### src/rtl/debug_pkg.sv
// Shared types for the debug tracer: FSM state encoding and trace-entry layout.
package debug_pkg;

    // 2'b11 is never entered; the tracer treats it as idle.
    typedef enum logic [1:0] {
        StIdle   = 2'b00,
        StArmed  = 2'b01,
        StHalted = 2'b10
    } state_e;

    localparam int unsigned DefDataW  = 64;
    localparam int unsigned DefRaddrW = 5;
    localparam int unsigned DefStampW = 32;

    // Field order of a trace entry, MSB first. The tracer packs its FIFO words
    // in this same order at whatever widths it is parametrised with.
    typedef struct packed {
        logic [DefStampW-1:0] stamp;
        logic [DefRaddrW-1:0] addr;
        logic [DefDataW-1:0]  data;
    } trace_entry_t;

endpackage

### src/rtl/trace_fifo.sv
// Show-ahead FIFO with extra-bit pointers for full/empty and a synchronous flush.
module trace_fifo #(
    parameter int unsigned WIDTH = 8,
    parameter int unsigned DEPTH = 16
) (
    input  logic             i_clk,
    input  logic             i_reset,
    input  logic             i_flush,
    input  logic             i_push,
    input  logic             i_pop,
    input  logic [WIDTH-1:0] i_wdata,
    output logic [WIDTH-1:0] o_rdata,
    output logic             o_empty,
    output logic             o_full
);

    localparam int unsigned AW = $clog2(DEPTH);

    logic [AW:0]      r_wptr;
    logic [AW:0]      r_rptr;
    logic [WIDTH-1:0] r_mem [DEPTH];
    logic             w_do_pop;
    logic             w_do_push;

    assign o_empty   = (r_wptr == r_rptr);
    assign o_full    = (r_wptr[AW] != r_rptr[AW]) && (r_wptr[AW-1:0] == r_rptr[AW-1:0]);
    // A pop on an empty FIFO is ignored; a push into a full FIFO only lands if it pops too.
    assign w_do_pop  = i_pop && !o_empty;
    assign w_do_push = i_push && (!o_full || w_do_pop);
    assign o_rdata   = r_mem[r_rptr[AW-1:0]];

    // Pointer update: flush wins over any push or pop in the same cycle.
    always_ff @(posedge i_clk or posedge i_reset) begin
        if (i_reset) begin
            r_wptr <= '0;
            r_rptr <= '0;
        end else if (i_flush) begin
            r_wptr <= '0;
            r_rptr <= '0;
        end else begin
            if (w_do_push) r_wptr <= r_wptr + (AW + 1)'(1);
            if (w_do_pop)  r_rptr <= r_rptr + (AW + 1)'(1);
        end
    end

    // Storage write; contents need no reset since the pointers gate visibility.
    always_ff @(posedge i_clk) begin
        if (w_do_push && !i_flush) r_mem[r_wptr[AW-1:0]] <= i_wdata;
    end

endmodule

### src/rtl/debug_tracer.sv
// Register-write tracer with watch channels, PC breakpoint/halt and a trace FIFO.
module debug_tracer
    import debug_pkg::*;
#(
    parameter int unsigned DATA_W    = 64,
    parameter int unsigned RADDR_W   = 5,
    parameter int unsigned DEPTH     = 16,
    parameter int unsigned NUM_WATCH = 4,
    parameter int unsigned STAMP_W   = 32,
    localparam int unsigned IDX_W    = (NUM_WATCH > 1) ? $clog2(NUM_WATCH) : 1
) (
    input  logic               i_clk,
    input  logic               i_reset,
    input  logic               i_arm,
    input  logic               i_disarm,
    input  logic               i_resume,
    input  logic               i_cfg_we,
    input  logic [IDX_W-1:0]   i_cfg_idx,
    input  logic               i_cfg_en,
    input  logic [RADDR_W-1:0] i_cfg_addr,
    input  logic               i_bp_en,
    input  logic [DATA_W-1:0]  i_bp_pc,
    input  logic [DATA_W-1:0]  i_pc,
    input  logic               i_reg_wr,
    input  logic [RADDR_W-1:0] i_reg_waddr,
    input  logic [DATA_W-1:0]  i_reg_wdata,
    input  logic               i_rd_en,
    output logic               o_rd_valid,
    output logic [STAMP_W-1:0] o_rd_stamp,
    output logic [RADDR_W-1:0] o_rd_addr,
    output logic [DATA_W-1:0]  o_rd_data,
    output logic               o_halt,
    output logic               o_overflow,
    output logic [7:0]         o_drop_cnt,
    output logic [1:0]         o_state
);

    localparam int unsigned ENTRY_W = STAMP_W + RADDR_W + DATA_W;

    state_e               r_state;
    state_e               w_state;
    state_e               w_state_next;
    logic [NUM_WATCH-1:0] r_ch_en;
    logic [RADDR_W-1:0]   r_ch_addr [NUM_WATCH];
    logic [STAMP_W-1:0]   r_stamp;
    logic                 r_mask;
    logic [DATA_W-1:0]    r_mask_pc;
    logic                 r_overflow;
    logic [7:0]           r_drop_cnt;

    logic                 w_arm_go;
    logic                 w_resume_go;
    logic                 w_hit;
    logic                 w_bp_hit;
    logic                 w_capture;
    logic                 w_drop;
    logic                 w_fifo_empty;
    logic                 w_fifo_full;
    logic [ENTRY_W-1:0]   w_entry;
    logic [ENTRY_W-1:0]   w_head;

    // Decode the stored state so the unused encoding behaves as idle.
    always_comb begin
        unique case (r_state)
            StArmed:  w_state = StArmed;
            StHalted: w_state = StHalted;
            default:  w_state = StIdle;
        endcase
    end

    // Watch match: any enabled channel whose address equals the write address.
    always_comb begin
        w_hit = 1'b0;
        for (int k = 0; k < NUM_WATCH; k++) begin
            if (r_ch_en[k] && (r_ch_addr[k] == i_reg_waddr)) w_hit = 1'b1;
        end
    end

    // Breakpoint is suppressed while the pc still sits where resume was taken.
    assign w_bp_hit  = i_bp_en && (i_pc == i_bp_pc) && !(r_mask && (i_pc == r_mask_pc));
    assign w_capture = (w_state == StArmed) && i_reg_wr && (i_reg_waddr != '0) && w_hit;
    assign w_drop    = w_capture && w_fifo_full && !i_rd_en;
    assign w_entry   = {r_stamp, i_reg_waddr, i_reg_wdata};

    // Next state, priority disarm > resume > arm > breakpoint.
    always_comb begin
        w_state_next = w_state;
        w_arm_go     = 1'b0;
        w_resume_go  = 1'b0;
        if (i_disarm) begin
            w_state_next = StIdle;
        end else begin
            unique case (w_state)
                StHalted: begin
                    if (i_resume) begin
                        w_state_next = StArmed;
                        w_resume_go  = 1'b1;
                    end
                end
                StArmed: begin
                    if (w_bp_hit) w_state_next = StHalted;
                end
                default: begin
                    if (i_arm) begin
                        w_state_next = StArmed;
                        w_arm_go     = 1'b1;
                    end
                end
            endcase
        end
    end

    // State register.
    always_ff @(posedge i_clk or posedge i_reset) begin
        if (i_reset) r_state <= StIdle;
        else         r_state <= w_state_next;
    end

    // Watch channel configuration; a same-cycle capture still sees the old values.
    always_ff @(posedge i_clk or posedge i_reset) begin
        if (i_reset) begin
            r_ch_en <= '0;
            for (int k = 0; k < NUM_WATCH; k++) r_ch_addr[k] <= '0;
        end else if (i_cfg_we) begin
            for (int k = 0; k < NUM_WATCH; k++) begin
                if (i_cfg_idx == IDX_W'(k)) begin
                    r_ch_en[k]   <= i_cfg_en;
                    r_ch_addr[k] <= i_cfg_addr;
                end
            end
        end
    end

    // Cycle stamp: runs only while armed, restarts from zero on a fresh arm.
    always_ff @(posedge i_clk or posedge i_reset) begin
        if (i_reset)                   r_stamp <= '0;
        else if (w_arm_go)             r_stamp <= '0;
        else if (w_state == StArmed)   r_stamp <= r_stamp + STAMP_W'(1);
    end

    // Resume mask: remembers the pc at resume until the pc moves away.
    always_ff @(posedge i_clk or posedge i_reset) begin
        if (i_reset) begin
            r_mask    <= 1'b0;
            r_mask_pc <= '0;
        end else if (i_disarm) begin
            r_mask    <= 1'b0;
        end else if (w_resume_go) begin
            r_mask    <= 1'b1;
            r_mask_pc <= i_pc;
        end else if (i_pc != r_mask_pc) begin
            r_mask    <= 1'b0;
        end
    end

    // Overflow flag and saturating drop counter; cleared only by reset or a fresh arm.
    always_ff @(posedge i_clk or posedge i_reset) begin
        if (i_reset) begin
            r_overflow <= 1'b0;
            r_drop_cnt <= '0;
        end else if (w_arm_go) begin
            r_overflow <= 1'b0;
            r_drop_cnt <= '0;
        end else if (w_drop) begin
            r_overflow <= 1'b1;
            if (r_drop_cnt != 8'hFF) r_drop_cnt <= r_drop_cnt + 8'd1;
        end
    end

    trace_fifo #(
        .WIDTH (ENTRY_W),
        .DEPTH (DEPTH)
    ) u_fifo (
        .i_clk   (i_clk),
        .i_reset (i_reset),
        .i_flush (w_arm_go),
        .i_push  (w_capture),
        .i_pop   (i_rd_en),
        .i_wdata (w_entry),
        .o_rdata (w_head),
        .o_empty (w_fifo_empty),
        .o_full  (w_fifo_full)
    );

    assign o_rd_valid = !w_fifo_empty;
    assign o_rd_stamp = w_head[ENTRY_W-1 -: STAMP_W];
    assign o_rd_addr  = w_head[DATA_W +: RADDR_W];
    assign o_rd_data  = w_head[DATA_W-1:0];
    assign o_halt     = (w_state == StHalted);
    assign o_overflow = r_overflow;
    assign o_drop_cnt = r_drop_cnt;
    assign o_state    = w_state;

endmodule

### config.mk
export PLATFORM = sky130hd
export DESIGN_NAME = debug_tracer
export DESIGN_NICKNAME = d
export VERILOG_FILES = /design/src/rtl/debug_pkg.sv /design/src/rtl/trace_fifo.sv /design/src/rtl/debug_tracer.sv
export SDC_FILE = /design/constraint.sdc
export NUM_CORES = 2
export LEC_CHECK = 0
export CAP_MARGIN = 20
export CORE_ASPECT_RATIO = 0.6
export CORE_MARGIN = 4
export CORE_UTILIZATION = 54
export DETAILED_ROUTE_END_ITERATION = 12
export HOLD_SLACK_MARGIN = 0.08
export PLACE_DENSITY = 0.75
export SETUP_SLACK_MARGIN = 0.3
export SLEW_MARGIN = 20
export SYNTH_ARGS = -nofsm -noshare
export SYNTH_HDL_FRONTEND = slang
export SYNTH_SLANG_ARGS = --single-unit
export TNS_END_PERCENT = 20
### constraint.sdc
create_clock -name i_clk -period 4.9 [get_ports i_clk]
set_input_delay 0.98 -clock i_clk [delete_from_list [all_inputs] [get_ports i_clk]]
set_output_delay 0.98 -clock i_clk [all_outputs]
set_load 0.03 [all_outputs]
== Yosys cells after proc, flatten, opt, wreduce, memory -nomap -nowiden ==
Memories as Yosys holds them, arrays and structs flattened.
Cells that the tools add are included.

* Reductions and logical operators: 37
* Mux-type cells: 32
* Equality and inequality tests: 18
* Bitwise gates (word level): 1
* Add/subtract/negate cells: 4

{| class="wikitable"
|+ Operators with widths
! kind !! number
|-
| equality test 64 bit || 2
|-
| 2-to-1 mux 32 bit || 2
|-
| != test 64 bit || 1
|-
| adder 32 x 1 -> 32 bit (second input constant) || 1
|-
| equality test 5 bit || 5
|-
| 2-to-1 mux 8 bit || 3
|-
| 2-to-1 mux 5 bit || 4
|-
| 2-to-1 mux 1 bit || 17
|-
| logical AND 1 bit || 16
|-
| AND reduction 2 bit || 6
|-
| adder 5 x 1 -> 5 bit (second input constant) || 2
|-
| nonzero test 2 bit || 5
|-
| adder 8 x 1 -> 8 bit (second input constant) || 1
|-
| equality test 2 bit (second input constant) || 4
|-
| 2-to-1 mux 2 bit || 4
|-
| != test 8 bit (second input constant) || 1
|-
| one-hot mux 2 bit (2 select lines) || 2
|-
| equality test 2 x 1 -> 1 bit (second input constant) || 3
|-
| zero test 1 bit || 5
|-
| nonzero test 5 bit || 1
|-
| equality test 4 bit || 1
|-
| nonzero test 3 bit || 1
|-
| zero test 2 bit || 1
|-
| OR reduction 2 bit || 1
|-
| 3 further kinds || 3
|}

* Output and inout port bits: 114
* Logic and storage cells: 109
* Bits of input ports: 214
* Memories kept: 1
* Memory bits (writable): 1616
* Flip-flop bits (word level): 142

{| class="wikitable"
|+ Memories
! memory !! words !! width !! read ports !! clocked after memory_dff !! wr ports !! RTL line !! RTL
|-
| u_fifo.r_mem || 16 || 101 || 1 || 0 || 1 || trace_fifo.sv:21 || <nowiki>logic [WIDTH-1:0] r_mem [DEPTH];</nowiki>
|}

== Longest topological paths before layout ==
* Word-level depth: 11
* Mapped depth: 10
* Mapped depth without buffers: 9

== Cells and area by module ==
From an unflattened synthesis, not the netlist that was laid out.

* Cells, all modules: 3363
* Area total of the unflattened synthesis: 69258.9 sq um

{| class="wikitable"
|+ Modules (own cells, without submodules)
! module !! sequential area each (sq um) !! times used !! area an instance (sq um) !! cells an instance
|-
| trace_fifo || 48776.8 || 1 || 62023.2 || 2660
|-
| debug_tracer || 3303.2 || 1 || 7235.7 || 703
|}

== Worst setup path before layout ==
OpenSTA, ideal clock, no wires.

* Path type: input to register
* Start: in i_reg_waddr[4]
* End: mem u_fifo.r_mem[4][0] in the netlist's numbering (enable)
* Cell stages on the path: 9
* Buffers on the path: 2
* Library setup time: 471 ps
* Data arrival time: 4766 ps
* Required time: 4429 ps
* Slack: -338 ps
* Path through: buf_2 -> xor2_1 -> nor4_1 -> nand3_1 -> and4_4 -> nor3b_2 -> buf_4 -> and4b_1 -> and2_1

* Word-level cells in the longest chain between the ends: 11
* Elaborated cells on any way between the ends: 19
* Those cells by class: 4 x eq/ne; 6 x mux; 9 x reduce/logical

{| class="wikitable"
|+ Ends and longest elaborated chain
! item !! RTL line !! RTL
|-
| from (decl) || debug_tracer.sv:25 || <nowiki>input logic [RADDR_W-1:0] i_reg_waddr,</nowiki>
|-
| equality test 5 bit || debug_tracer.sv:75 || <nowiki>if (r_ch_en[k] && (r_ch_addr[k] == i_reg_waddr)) w_hit = 1'b1;</nowiki>
|-
| logical AND 1 bit || debug_tracer.sv:75 ||
|-
| 2-to-1 mux 1 bit (4 in series) || debug_tracer.sv:75 ||
|-
| logical AND 1 bit (*) || debug_tracer.sv:81 || <nowiki>assign w_capture = (w_state == StArmed) && i_reg_wr && (i_reg_waddr != '0) && w_hit;</nowiki>
|-
| logical AND 1 bit (*) || trace_fifo.sv:29 || <nowiki>assign w_do_push = i_push && (!o_full || w_do_pop);</nowiki>
|-
| logical AND 1 bit (*) || trace_fifo.sv:48 || <nowiki>if (w_do_push && !i_flush) r_mem[r_wptr[AW-1:0]] <= i_wdata;</nowiki>
|-
| 2-to-1 mux 1 bit (*) || trace_fifo.sv:48 ||
|-
| 2-to-1 mux 1 bit (not written as such) (*) || trace_fifo.sv:48 ||
|-
| to (decl) || trace_fifo.sv:21 ||
|}

Mark *: on every way between the ends. The rest lies on a longest branch, timed or not.

== Worst setup path after layout ==
* Start: reg u_fifo.r_rptr[0]
* End: out o_rd_stamp[21]

* Word-level cells in the longest chain between the ends: 1

{| class="wikitable"
|+ Ends and longest elaborated chain
! item !! RTL line !! RTL
|-
| from (decl) || trace_fifo.sv:20 || <nowiki>logic [AW:0] r_rptr;</nowiki>
|-
| from (signal assigned) || trace_fifo.sv:42 || <nowiki>if (w_do_pop) r_rptr <= r_rptr + (AW + 1)'(1);</nowiki>
|-
| memory (16 x 101 bit) || n/a ||
|-
| to (decl) || debug_tracer.sv:29 || <nowiki>output logic [STAMP_W-1:0] o_rd_stamp,</nowiki>
|}

No other way between the ends.

==> flow_metrics.env <==
export IMPL_drt_initial_drc_count=4556
export IMPL_min_period_ns=4.61
export IMPL_ys_top_cells_by_area="edfxtp_1, mux4_2, dfrtp_1"
export IMPL_yosys_top_cells_count="edfxtp_1, mux4_2, dfrtp_1"
export IMPL_finish_instance_area_mm2=0.0797
export IMPL_dpl_cell_area_mm2=0.0748
export IMPL_multi_input_area_mm2=0.0156
export IMPL_synth_top_area_share_pct=71.0
export IMPL_outcome="finished clean"
export IMPL_synth_edf_count=1616
export IMPL_layout_cells_non_filler=5247
export IMPL_required_ns=3.92
export IMPL_first_pass_iters=5
export IMPL_row_count=100
export IMPL_drive_gt1_share_pct=27.7
export IMPL_report_final_slew_viol_count=0
export IMPL_synth_flop_cell="edfxtp_1"
export IMPL_synthDistinctLibCells=57
export IMPL_syn_nets=3205
export IMPL_clock_latency_ns=0.76
export IMPL_finClkSkew_ns=0.0348
export IMPL_critPathLaunchType="register"
export IMPL_clock_path_buffers=3
export IMPL_portBuffers=327
export IMPL_syn_area_per_cell_um2=22.9
export IMPL_grt_first_pass_wirelength_um=243000
export IMPL_netlist_instances=2982
export IMPL_power_share_switching_pct=27.6
export IMPL_start_util_pct=54.7
export IMPL_area_growth_pct=16.7
export IMPL_reg2regPathDepth=8
export IMPL_yosysWarnings=0
export IMPL_cp_end_kind="primary output"
export IMPL_io_pins=328
export IMPL_grt_max_degree=106
export IMPL_n_fill_cell=8016
export IMPL_ys_async_sr_fraction_pct=8.08
export IMPL_pwr_share_seq_pct=43.4
export IMPL_ys_seq_area_share_pct=76.2
export IMPL_vias=33500
export IMPL_synth_most_common_cell="edfxtp_1"
export IMPL_timing_rr_start="u_fifo.r_rptr[3]$_DFFE_PP0P_"
export IMPL_r2r_slack_ns=1.39
export IMPL_setup_slack_ns=0.291
export IMPL_p_leak_uw=0.0258
export IMPL_setup_viol=0
export IMPL_wl_per_cell_um=31.4
export IMPL_tns_ns=0
export IMPL_die_w_um=467
export IMPL_critPathKind="register to primary output"
export IMPL_gp_congestion=0.908
export IMPL_track_usage_pct=25.2
export IMPL_cts_tree="yes"
export IMPL_hold_viol=0
export IMPL_cts_sinks=1758
export IMPL_path_max_fanout=18
export IMPL_min_period_over_period_pct=94.1
export IMPL_cts_root_buffer="clkbuf_16"
export IMPL_intPower_uw=28100
export IMPL_final_antenna_net_count=0
export IMPL_nets=3670
export IMPL_routed_wl_um=165000
export IMPL_vias_per_cell=6.39
export IMPL_arrival_ns=3.63
export IMPL_p_clk_share_pct=30.4
export IMPL_hold_start="r_mask_pc[29]$_DFFE_PP0P_"
export IMPL_antenna_found_initial=14
export IMPL_holdPathEnd="r_mask_pc[29]$_DFFE_PP0P_"
export IMPL_power_switching_uw=10700
export IMPL_worst_pin_slew_ns=1.03
export IMPL_route_detailed_drc=0
export IMPL_rsz0062_at_grt="true"
export IMPL_max_freq_ghz=0.217
export IMPL_htreeDepth=4
export IMPL_power_density_mw_per_mm2=486
export IMPL_max_cap_violations=0
export IMPL_cts_made_buffers=151
export IMPL_slew_headroom_pct=30.9
export IMPL_dp_cells=4968
export IMPL_r2r_end="u_fifo.r_mem[1][52]$_DFFE_PP_"
export IMPL_preCtsSetupSlack_ns=0.512
export IMPL_ys_ff_latch=1758
export IMPL_syn_area_mm2=0.0683
export IMPL_synth_top_area_cell="edfxtp_1"
export IMPL_die_y_um=284
export IMPL_core_area_mm2=0.125
export IMPL_hp_class="register to register"
export IMPL_grt_pass1_vias=34600
export IMPL_grt_ovfl_total=0
export IMPL_worst_hold_path_num_cells=2
export IMPL_path_clk_slew_ns=0.07
export IMPL_ir_drop_v=0.000457
export IMPL_regArea_mm2=0.0521
export IMPL_p_comb_share_pct=26.2
export IMPL_die_area_mm2=0.132
export IMPL_post_dp_hpwl_um=98600
worst max-delay path, stage by stage, from the launching register on:
cell and delay [ns]:
dfrtp_4 0.45, buf_12 0.16, buf_4 0.37, mux4_2 0.58
mux4_2 0.64, clkdlybuf4s50_1 0.65
through the flow:
stage	total power (uW)	hold slack [ns]	util (%)
3_3_place_gp	27200	0.487	59.9
5_1_grt	40300	0.527	63.9
4_1_cts	39100	0.505	63.8
3_5_place_dp	27300	0.490	59.9
2_1_floorplan	23700	0.469	-
6_report	38800	0.501	63.9
cell usage in the layout, fill, tap and decap left out, types with 7 or more instances in the layout:
cell	instances
nand4_1	24
clkbuf_16	153
buf_4	82
nor2_1	52
and3_1	8
mux2_2	75
clkbuf_1	38
nor4_1	29
nand3_1	22
nor3_1	7
mux4_2	505
ha_1	9
inv_1	29
clkdlybuf4s50_1	283
xnor2_1	45
a21oi_1	7
edfxtp_1	1616
xor2_1	121
buf_12	72
dfrtp_1	138
clkinv_2	20
and2_4	15
dlygate4sd2_1	7
o21ai_0	19
o22ai_1	8
bufinv_16	13
clkinv_1	23
nand2_1	40
state kept, by name (all words and copies together) (netlist names), 4 cells and up:
register       cells
r_mask_pc         64
u_fifo.r_mem    1616
r_ch_en            4
r_stamp           32
r_ch_addr         20
u_fifo.r_wptr      5
u_fifo.r_rptr      5
o_drop_cnt         8
what timing repair did:
item                       4_1_cts  5_1_grt
buffers inserted                 9        0
gates resized for setup         10        7
pin swaps                        0        0
hold buffers                     0        0
setup endpoints to repair      100       54
routing by layer:
metal	up-vias	routed length (um)	global-route usage (%)
met5	-	90	0
met4	14	3890	6.76
met3	255	16600	6.19
met2	1909	77300	37.6
met1	17900	66600	37.9
li1	13400	-	-
logic make-up after synthesis:
group / count (synthesis) / share of synthesized area (%)
compound gates: 58 / 0.577
xor+xnor: 166 / 2.13
flops: 1758 / 76.2
buf+inv: 170 / 1.06
mux: 586 / 18.0
simple gates: 235 / 1.89
fa+ha+maj: 9 / 0.165
how the worst max path moves through the flow:
stage / start / slack (ns) / cells past startpoint / to
2_1_floorplan: i_reg_waddr[4] / -0.32 / 9 / u_fifo.r_mem[12][0]$_DFFE_PP_
3_3_place_gp: i_reg_waddr[4] / 0.38 / 11 / u_fifo.r_mem[8][81]$_DFFE_PP_
3_5_place_dp: i_reg_waddr[4] / 0.51 / 11 / u_fifo.r_mem[8][80]$_DFFE_PP_
4_1_cts: u_fifo.r_rptr[0]$_DFFE_PP0P_ / 0.24 / 6 / o_rd_data[49]
5_1_grt: u_fifo.r_rptr[0]$_DFFE_PP0P_ / 0.17 / 5 / o_rd_stamp[21]
6_report: u_fifo.r_rptr[0]$_DFFE_PP0P_ / 0.29 / 5 / o_rd_stamp[21]
power groups by stage:
stage / clock network, uW / logic (uW) / registers (uW)
final: 11800 / 10200 / 16800
after global routing: 12700 / 10700 / 16800
after CTS: 12000 / 10300 / 16800
after detailed placement: 0 / 10100 / 17200
after global placement: 0 / 9990 / 17200
after floorplan: 0 / 6740 / 17000
cell type report:
class / instances / area share, %
Sequential cell: 1758 / 65.3
Multi-Input combinational cell: 1054 / 19.5
Timing Repair Buffer: 452 / 6.34
Clock buffer: 197 / 5.08
Tap cell: 1683 / 2.64
Clock inverter: 68 / 0.905
Inverter: 30 / 0.151
Antenna cell: 5 / 0.0157
(Power assumes the default switching activity.)
